===== config.mk =====
export PLATFORM = sky130hd
export DESIGN_NAME = fft_peak_detect
export DESIGN_NICKNAME = d
export VERILOG_FILES = /design/src/rtl/fft_peak_detect.sv
export SDC_FILE = /design/constraint.sdc
export NUM_CORES = 2
export LEC_CHECK = 0
export BUFFER_PORTS_ARGS = -buffer_cell sky130_fd_sc_hd__buf_2
export CORE_ASPECT_RATIO = 0.5
export CORE_MARGIN = 5
export CORE_UTILIZATION = 29
export CTS_BUF_LIST = sky130_fd_sc_hd__clkbuf_2 sky130_fd_sc_hd__clkbuf_4 sky130_fd_sc_hd__clkbuf_8
export DETAILED_ROUTE_END_ITERATION = 12
export PLACE_DENSITY_LB_ADDON = 0.12
export SLEW_MARGIN = 20
export SYNTH_ARGS = -nofsm -noshare
export SYNTH_HDL_FRONTEND = slang
export SYNTH_SLANG_ARGS = --single-unit

===== constraint.sdc =====
create_clock -name clk_i -period 9.3 [get_ports clk_i]
set_input_delay 1.395 -clock clk_i [delete_from_list [all_inputs] [get_ports clk_i]]
set_output_delay 1.395 -clock clk_i [all_outputs]
set_load 0.02 [all_outputs]

===== src/rtl/fft_peak_detect.sv =====
// Purpose: streaming spectral peak finder; tracks the max-power bin (re^2+im^2) of one FFT frame.
// Latency: result valid 2 cycles after the final beat is accepted (input reg -> squares -> max update).
// Backpressure: ready_o high only while collecting; result held on peak_valid_o until peak_ready_i.
// Build option: define PEAK_SKIP_DC_EN to exclude bin 0 from the search (lowest eligible bin becomes 1).
module fft_peak_detect #(
    parameter int DATA_WIDTH    = 24,
    parameter int FFT_SIZE      = 256,
    parameter int ADDR_WIDTH    = 8,
    parameter int HALF_SPECTRUM = 1
) (
    input  logic                         clk_i,
    input  logic                         rst_ni,
    input  logic signed [DATA_WIDTH-1:0] data_real_i,
    input  logic signed [DATA_WIDTH-1:0] data_imag_i,
    input  logic                         valid_i,
    output logic                         ready_o,
    output logic [ADDR_WIDTH-1:0]        peak_bin_o,
    output logic [2*DATA_WIDTH-1:0]      peak_power_o,
    output logic                         peak_valid_o,
    input  logic                         peak_ready_i
);

    localparam int PW = 2 * DATA_WIDTH;

`ifdef PEAK_SKIP_DC_EN
    localparam logic SKIP_DC = 1'b1;
`else
    localparam logic SKIP_DC = 1'b0;
`endif

    // Max registers restart from the lowest bin that can ever win.
    localparam logic [ADDR_WIDTH-1:0] INIT_BIN = SKIP_DC ? ADDR_WIDTH'(1) : '0;
    localparam logic [ADDR_WIDTH-1:0] LAST_BIN = ADDR_WIDTH'(FFT_SIZE - 1);
    localparam logic [ADDR_WIDTH-1:0] HALF_BIN = ADDR_WIDTH'(FFT_SIZE / 2);

    typedef enum logic [1:0] {
        COLLECT = 2'd0,
        DRAIN   = 2'd1,
        RESULT  = 2'd2
    } state_t;

    state_t                  state_q;
    logic [ADDR_WIDTH-1:0]   bin_cnt_q;
    logic                    drain_cnt_q;
    logic                    ready_q;
    logic                    peak_valid_q;

    logic                    beat_acc;
    logic                    take;
    logic                    bin_elig;

    // Stage 0: captured input beat
    logic                    in_vld_q;
    logic signed [DATA_WIDTH-1:0] in_re_q;
    logic signed [DATA_WIDTH-1:0] in_im_q;
    logic [ADDR_WIDTH-1:0]   in_bin_q;
    logic                    in_elig_q;

    // Stage 1: squared parts
    logic signed [PW-1:0]    re_ext;
    logic signed [PW-1:0]    im_ext;
    logic                    sq_vld_q;
    logic signed [PW-1:0]    re_sq_q;
    logic signed [PW-1:0]    im_sq_q;
    logic [ADDR_WIDTH-1:0]   sq_bin_q;
    logic                    sq_elig_q;

    // Stage 2: running maximum
    logic [PW-1:0]           power_sum;
    logic [PW-1:0]           max_pow_q;
    logic [ADDR_WIDTH-1:0]   max_bin_q;

    assign beat_acc = valid_i & ready_q;
    assign take     = peak_valid_q & peak_ready_i;

    // A bin competes only if it lies in the searched half and is not a skipped DC bin.
    assign bin_elig = ((HALF_SPECTRUM == 0) || (bin_cnt_q < HALF_BIN)) &&
                      !(SKIP_DC && (bin_cnt_q == '0));

    // Frame control: count accepted bins, drain the pipeline, then hold the result until taken.
    always_ff @(posedge clk_i) begin
        if (!rst_ni) begin
            state_q      <= COLLECT;
            bin_cnt_q    <= '0;
            drain_cnt_q  <= 1'b0;
            ready_q      <= 1'b1;
            peak_valid_q <= 1'b0;
        end else begin
            case (state_q)
                COLLECT: begin
                    if (beat_acc) begin
                        if (bin_cnt_q == LAST_BIN) begin
                            bin_cnt_q   <= '0;
                            drain_cnt_q <= 1'b0;
                            ready_q     <= 1'b0;
                            state_q     <= DRAIN;
                        end else begin
                            bin_cnt_q <= bin_cnt_q + 1'b1;
                        end
                    end
                end
                DRAIN: begin
                    if (drain_cnt_q) begin
                        peak_valid_q <= 1'b1;
                        state_q      <= RESULT;
                    end else begin
                        drain_cnt_q <= 1'b1;
                    end
                end
                RESULT: begin
                    if (peak_ready_i) begin
                        peak_valid_q <= 1'b0;
                        ready_q      <= 1'b1;
                        state_q      <= COLLECT;
                    end
                end
                default: begin
                    state_q      <= COLLECT;
                    bin_cnt_q    <= '0;
                    drain_cnt_q  <= 1'b0;
                    ready_q      <= 1'b1;
                    peak_valid_q <= 1'b0;
                end
            endcase
        end
    end

    // Stage 0 valid: one pulse per accepted beat; cleared by reset so partial frames vanish.
    always_ff @(posedge clk_i) begin
        if (!rst_ni) begin
            in_vld_q <= 1'b0;
        end else begin
            in_vld_q <= beat_acc;
        end
    end

    // Stage 0 payload: sample, bin index and eligibility of the accepted beat.
    always_ff @(posedge clk_i) begin
        if (beat_acc) begin
            in_re_q   <= data_real_i;
            in_im_q   <= data_imag_i;
            in_bin_q  <= bin_cnt_q;
            in_elig_q <= bin_elig;
        end
    end

    // Sign-extend before multiplying so the full-width product is exact.
    assign re_ext = PW'(in_re_q);
    assign im_ext = PW'(in_im_q);

    // Stage 1 valid follows stage 0.
    always_ff @(posedge clk_i) begin
        if (!rst_ni) begin
            sq_vld_q <= 1'b0;
        end else begin
            sq_vld_q <= in_vld_q;
        end
    end

    // Stage 1 payload: squares of both parts; each is non-negative and at most 2^(PW-2).
    always_ff @(posedge clk_i) begin
        if (in_vld_q) begin
            re_sq_q   <= re_ext * re_ext;
            im_sq_q   <= im_ext * im_ext;
            sq_bin_q  <= in_bin_q;
            sq_elig_q <= in_elig_q;
        end
    end

    // Sum peaks at 2^(PW-1) with both parts at full negative scale, so PW bits never overflow.
    assign power_sum = $unsigned(re_sq_q) + $unsigned(im_sq_q);

    // Stage 2: strict greater-than keeps the lowest index on ties; restart on reset or result take.
    always_ff @(posedge clk_i) begin
        if (!rst_ni || take) begin
            max_pow_q <= '0;
            max_bin_q <= INIT_BIN;
        end else if (sq_vld_q && sq_elig_q && (power_sum > max_pow_q)) begin
            max_pow_q <= power_sum;
            max_bin_q <= sq_bin_q;
        end
    end

    assign ready_o      = ready_q;
    assign peak_valid_o = peak_valid_q;
    assign peak_bin_o   = max_bin_q;
    assign peak_power_o = max_pow_q;

endmodule


* Word level (Yosys, flattened, before mapping) *
Cells that the tools add are included.

cells by class
  multiplexer cells = 16
  shift-type cells = 0
  div/mod/pow operators = 0
  reduce and logical (&&, ||, !) cells = 11
  bitwise operators = 6
  add/sub/neg operators = 2
  eq/ne operators = 7
  order comparisons = 2
  $mul = 2

operators by type and width
  kind                                                 count
  multiplier 24 x 24 -> 48 bit                         2
  adder 48 bit                                         1
  greater-than comparator 48 bit                       1
  2-to-1 mux 8 bit                                     2
  case mux 8 bit (2 select lines)                      1
  case mux 1 bit (3 select lines)                      3
  adder 8 x 1 -> 8 bit, second input constant          1
  equality test 8 bit, second input constant           1
  < comparator 8 bit, second input constant            1
  2-to-1 mux 2 bit                                     4
  != test 2 bit, second input constant                 4
  AND reduction 4 bit                                  2
  case mux 2 bit (3 select lines)                      1
  AND reduction 3 bit                                  2
  2-to-1 mux 1 bit                                     5
  NOT 1 bit                                            4
  bitwise AND 1 bit                                    2
  equality test 2 x 1 -> 1 bit, second input constant  1
  equality test 2 bit, second input constant           1
  logical AND 1 bit                                    2
  zero test 2 bit                                      1
  AND reduction 2 bit                                  1
  OR reduction 2 bit                                   1
  zero test 1 bit                                      1
  logical OR 1 bit                                     1

word-level totals
  bits in latches = 0
  memories = 0
  logic and storage cells = 63
  flip-flop bits (word level) = 233
  output and inout port bits = 58
  bits of input ports = 52
  bits in read-only memories = 0
  memory bits (writable) = 0

* Logic depth before layout (Yosys ltp) *
  depth after elaboration = 4
  mapped depth = 29
  gate-level depth less buffers = 27

* Least setup slack after synthesis *
OpenSTA, ideal clock, no wires.

  path kind = reg2reg
  from = register in_im_q[23]
  to = register im_sq_q[43] (data pin)
  setup slack = 1799 ps
  data arrival time = 7361 ps
  stages on the path, launching flop included = 28
  buffers on the path = 3
  setup time = 139 ps
  required time = 9161 ps
  clock period less this slack = 7501 ps
  cells stage by stage = edfxtp_1 -> clkbuf_1 -> clkbuf_1 -> nand2_1 -> inv_1 -> fa_1 -> fa_1 -> inv_1 -> fa_1 -> inv_1 -> fa_1 -> fa_1 -> fa_1 -> inv_1 -> fa_1 -> inv_1 -> ha_1 -> buf_2 -> nand4_1 -> nor2_1 -> a2111o_1 -> a211o_1 -> a31oi_1 -> nand2_1 -> a221oi_2 -> o21ai_2 -> or4b_1 -> nand4b_1

between the ends
  cells in the longest elaborated chain, start to end = 1

ends and longest elaborated chain
  what                          line  text
  start: declaration            55    logic signed [DATA_WIDTH-1:0] in_im_q;
  start signal: assignment      141   in_im_q <= data_imag_i;
  multiplier 24 x 24 -> 48 bit  164   im_sq_q <= im_ext * im_ext;
  end signal: assignment        164
  end: declaration              64    logic signed [PW-1:0] im_sq_q;

No other way between the ends.
A chain may end at the register's enable or synchronous reset.

* Worst setup path after layout *
Same ends and word-level chain as after synthesis.

==> results.md <==
* Outcome: complete, no violations
* Share of the yosys chip area belonging to registers at 12.83%
* DR pass1 iterations at 5
* Clock Latency Late Sink at 0.70 ns
* Die ar. at 176100 um^2
* Crit Path Category: flip-flop to flip-flop
* Synthesis-stage register bit count at 231
* Maximum level of the CTS H-tree at 2
* Vias per cell at 4.370
* Number of clock buffers inserted by TritonCTS at 47
* Largest buffer count on any clock path at 3
* Wire length of the first global-routing pass at 220900 um
* Largest net degree at the start of global routing at 82
* Hold bufs inserted after CTS at 0
* Total setup violations reported at the end of the flow at 0
* Mapped Avg Cell Area at 9.879 um^2
* Hpwl dp at 115800 um
* Critical path endpoint category: flip-flop
* Largest area contributor in the netlist: sky130_fd_sc_hd__fa_1
* 1st-iter DRT viols at 1590
* Routability congestion estimate from global placement at 0.8347
* Total buffers and inverters traversed by the critical path at 6
* Stage delay of the slowest cell on the critical path at 0.68 ns
* Largest fanout on the critical path at 41
* # rows at 106
* Synthesis Warnings at 0
* Most frequent cell on the critical path: sky130_fd_sc_hd__fa_1
* Post-route fraction of the period consumed by the critical path at 89.41%
* Post-CTS Setup Inserts at 0
* Die width at 588.5 um
* Setup Skew at 0.08564 ns
* Critical path launch point type: flip-flop
* Max-Cap Viols at 0
* Number of nets in the finished design at 6561
* Data required time of the critical path at 9.81 ns
* Wire per inst at 19.06 um
* Gate family responsible for the most delay along the worst path: adder cells
* Relative max-transition margin at 22.91%
* Most area-consuming cells after synthesis: sky130_fd_sc_hd__fa_1, sky130_fd_sc_hd__inv_1, sky130_fd_sc_hd__ha_1
* Unique masters post-synth at 75
* Global router's overall resource usage at 16.23%
* Unrepaired setup endpoints after global routing: no
* GRT Residual Overflow at 0
* Fraction of layout instances using a drive strength above 1 at 5.687%
* Vias in the first global route at 36040
* Count leader, synth: sky130_fd_sc_hd__inv_1
* Cell at the root of the clock tree: sky130_fd_sc_hd__clkbuf_8
* Total clock sinks at 231
* Die H at 299.3 um
* Initial Util at 29.11%
* Highest achievable clock rate at 120.3 MHz
* Total vias in the final route at 31750
* DRC at 0
* Flip-flop cell with the highest count after synthesis: sky130_fd_sc_hd__edfxtp_1
* Async S/R FF share, synth at 0%
* EDFF count, synth at 160
* Transition time at the pin with the least slew margin at 1.156 ns
* ANT nets after route at 0
* Count of port buffers added during placement at 109
* Post-Syn Nets at 6464
* Post-layout min period at 8.315 ns
* Initial antenna violation count at 8
* Post-synthesis instance area at 48530 um^2
* Share of the synthesized area in the top cell type at 45.83%
* Post-detailed-routing wire length at 138500 um
* Final Hold Vio Count at 0
* Clock tree from TritonCTS: yes
* Number of ports placed on the die boundary at 110
* Slowest-stage cell, CP: sky130_fd_sc_hd__fa_1
* Post-synthesis instance total at 4913
* Pins over their slew limit at 0
* Syn-to-layout area delta at 9.046%
* Commonest cells in the synthesized netlist: sky130_fd_sc_hd__inv_1, sky130_fd_sc_hd__fa_1, sky130_fd_sc_hd__nand2_1, sky130_fd_sc_hd__ha_1, sky130_fd_sc_hd__and2_1
* Type of the worst min-delay path: flip-flop to flip-flop
* Setup TNS Final at 0 ns
* Area of the core at 166700 um^2
* Crit path arrival time at 8.82 ns
* Post-CTS clock slew at the launch and capture registers of the worst setup and hold paths at 0.07 ns
* Cells resized by post-CTS repair at 0
layout by cell type, fill, tap and decap left out, types with 37 or more instances in the layout:
cell type / synthesis / routed
sky130_fd_sc_hd__and2_1: 205 / 205
sky130_fd_sc_hd__o21ai_0: 60 / 60
sky130_fd_sc_hd__buf_4: 3 / 62
sky130_fd_sc_hd__inv_1: 1421 / 1420
sky130_fd_sc_hd__edfxtp_1: 160 / 160
sky130_fd_sc_hd__buf_2: 8 / 109
sky130_fd_sc_hd__nand3_1: 37 / 37
sky130_fd_sc_hd__nand2_1: 472 / 471
sky130_fd_sc_hd__dfxtp_1: 71 / 70
sky130_fd_sc_hd__ha_1: 388 / 388
sky130_fd_sc_hd__clkbuf_8: 0 / 54
sky130_fd_sc_hd__fa_1: 1111 / 1111
sky130_fd_sc_hd__nor2_1: 127 / 126
sky130_fd_sc_hd__a21oi_1: 130 / 130
sky130_fd_sc_hd__a21o_1: 86 / 86
sky130_fd_sc_hd__xnor2_1: 117 / 117
sky130_fd_sc_hd__nor2b_1: 51 / 51
sky130_fd_sc_hd__xor2_1: 48 / 48
worst reg2reg max path: cells and delay by family, from the launching register on:
family | cells | cell delay, ns
adders and majority gates | 8 | 4.08
AOI/OAI and AO/OA | 5 | 1.42
and+or+nand+nor | 6 | 1.13
buffers and inverters | 6 | 1.04
DFF | 1 | 0.50
cell families (layout without fill, tap and decap cells):
| logic type | count (synthesis) | in the layout | synth area share (%) |
|---|---|---|---|
| compound gates | 422 | 422 | 5.749 |
| xor+xnor | 165 | 165 | 2.978 |
| fa+ha+maj | 1499 | 1499 | 55.83 |
| buf+inv | 1549 | 1683 | 12.02 |
| flops | 231 | 231 | 12.83 |
| mux | 33 | 33 | 0.6883 |
| other cells | 0 | 4 | 0 |
| simple gates | 1014 | 1014 | 9.905 |
state kept, by name, indices dropped and copies added, names as in the netlist, 24 cells and up:
name,count
peak_power_o,48
im_sq_q,47
in_im_q,24
re_sq_q,47
in_re_q,24
worst paths after layout:
check                 to   startpoint  depth (start not counted)  slack [ns]
max reg2reg  im_sq_q[43]  in_im_q[23]                         25        0.98
min reg2reg  sq_bin_q[1]  in_bin_q[1]                          0        0.42
max          im_sq_q[43]  in_im_q[23]                         25        0.98
min          sq_bin_q[1]  in_bin_q[1]                          0        0.42
layer usage:
metal	vias up	track usage, %	part of all wire [%]
met4	4	2.269	1.4
met5	-	0	0.016
li1	14850	-	-
met3	106	1.727	2.7
met2	394	25.91	45
met1	16400	24.28	51
metrics by stage:
step                std cells  hold WS (ns)  utilization, %  worst slack, ns  instance area (um^2)
finish                   7265        0.4208           31.75           0.9849                 52920
CTS                      7259        0.4144           31.72           0.8570                 52880
global placement         7173        0.4085           31.12           0.9462                 51880
global route             7263        0.4187           31.74           0.5237                 52920
floorplan                4913        0.4003               -            1.799                 48530
detailed placement       7173        0.4108           31.12           0.9872                 51880
layout make-up:
| type | count | area, um^2 |
|---|---|---|
| timing repair buffer | 176 | 1092 |
| sequential | 231 | 6230 |
| clock buffer | 70 | 863.3 |
| inverter | 1421 | 5335 |
| antenna | 4 | 10.01 |
| multi-input combinational | 3133 | 36480 |
| tap | 2214 | 2770 |
| fill | 17290 | 113800 |
| clock inverter | 16 | 141.4 |
Power is not shown: default switching activity piles up to over one toggle a cycle in this logic, so the estimate is an artifact.
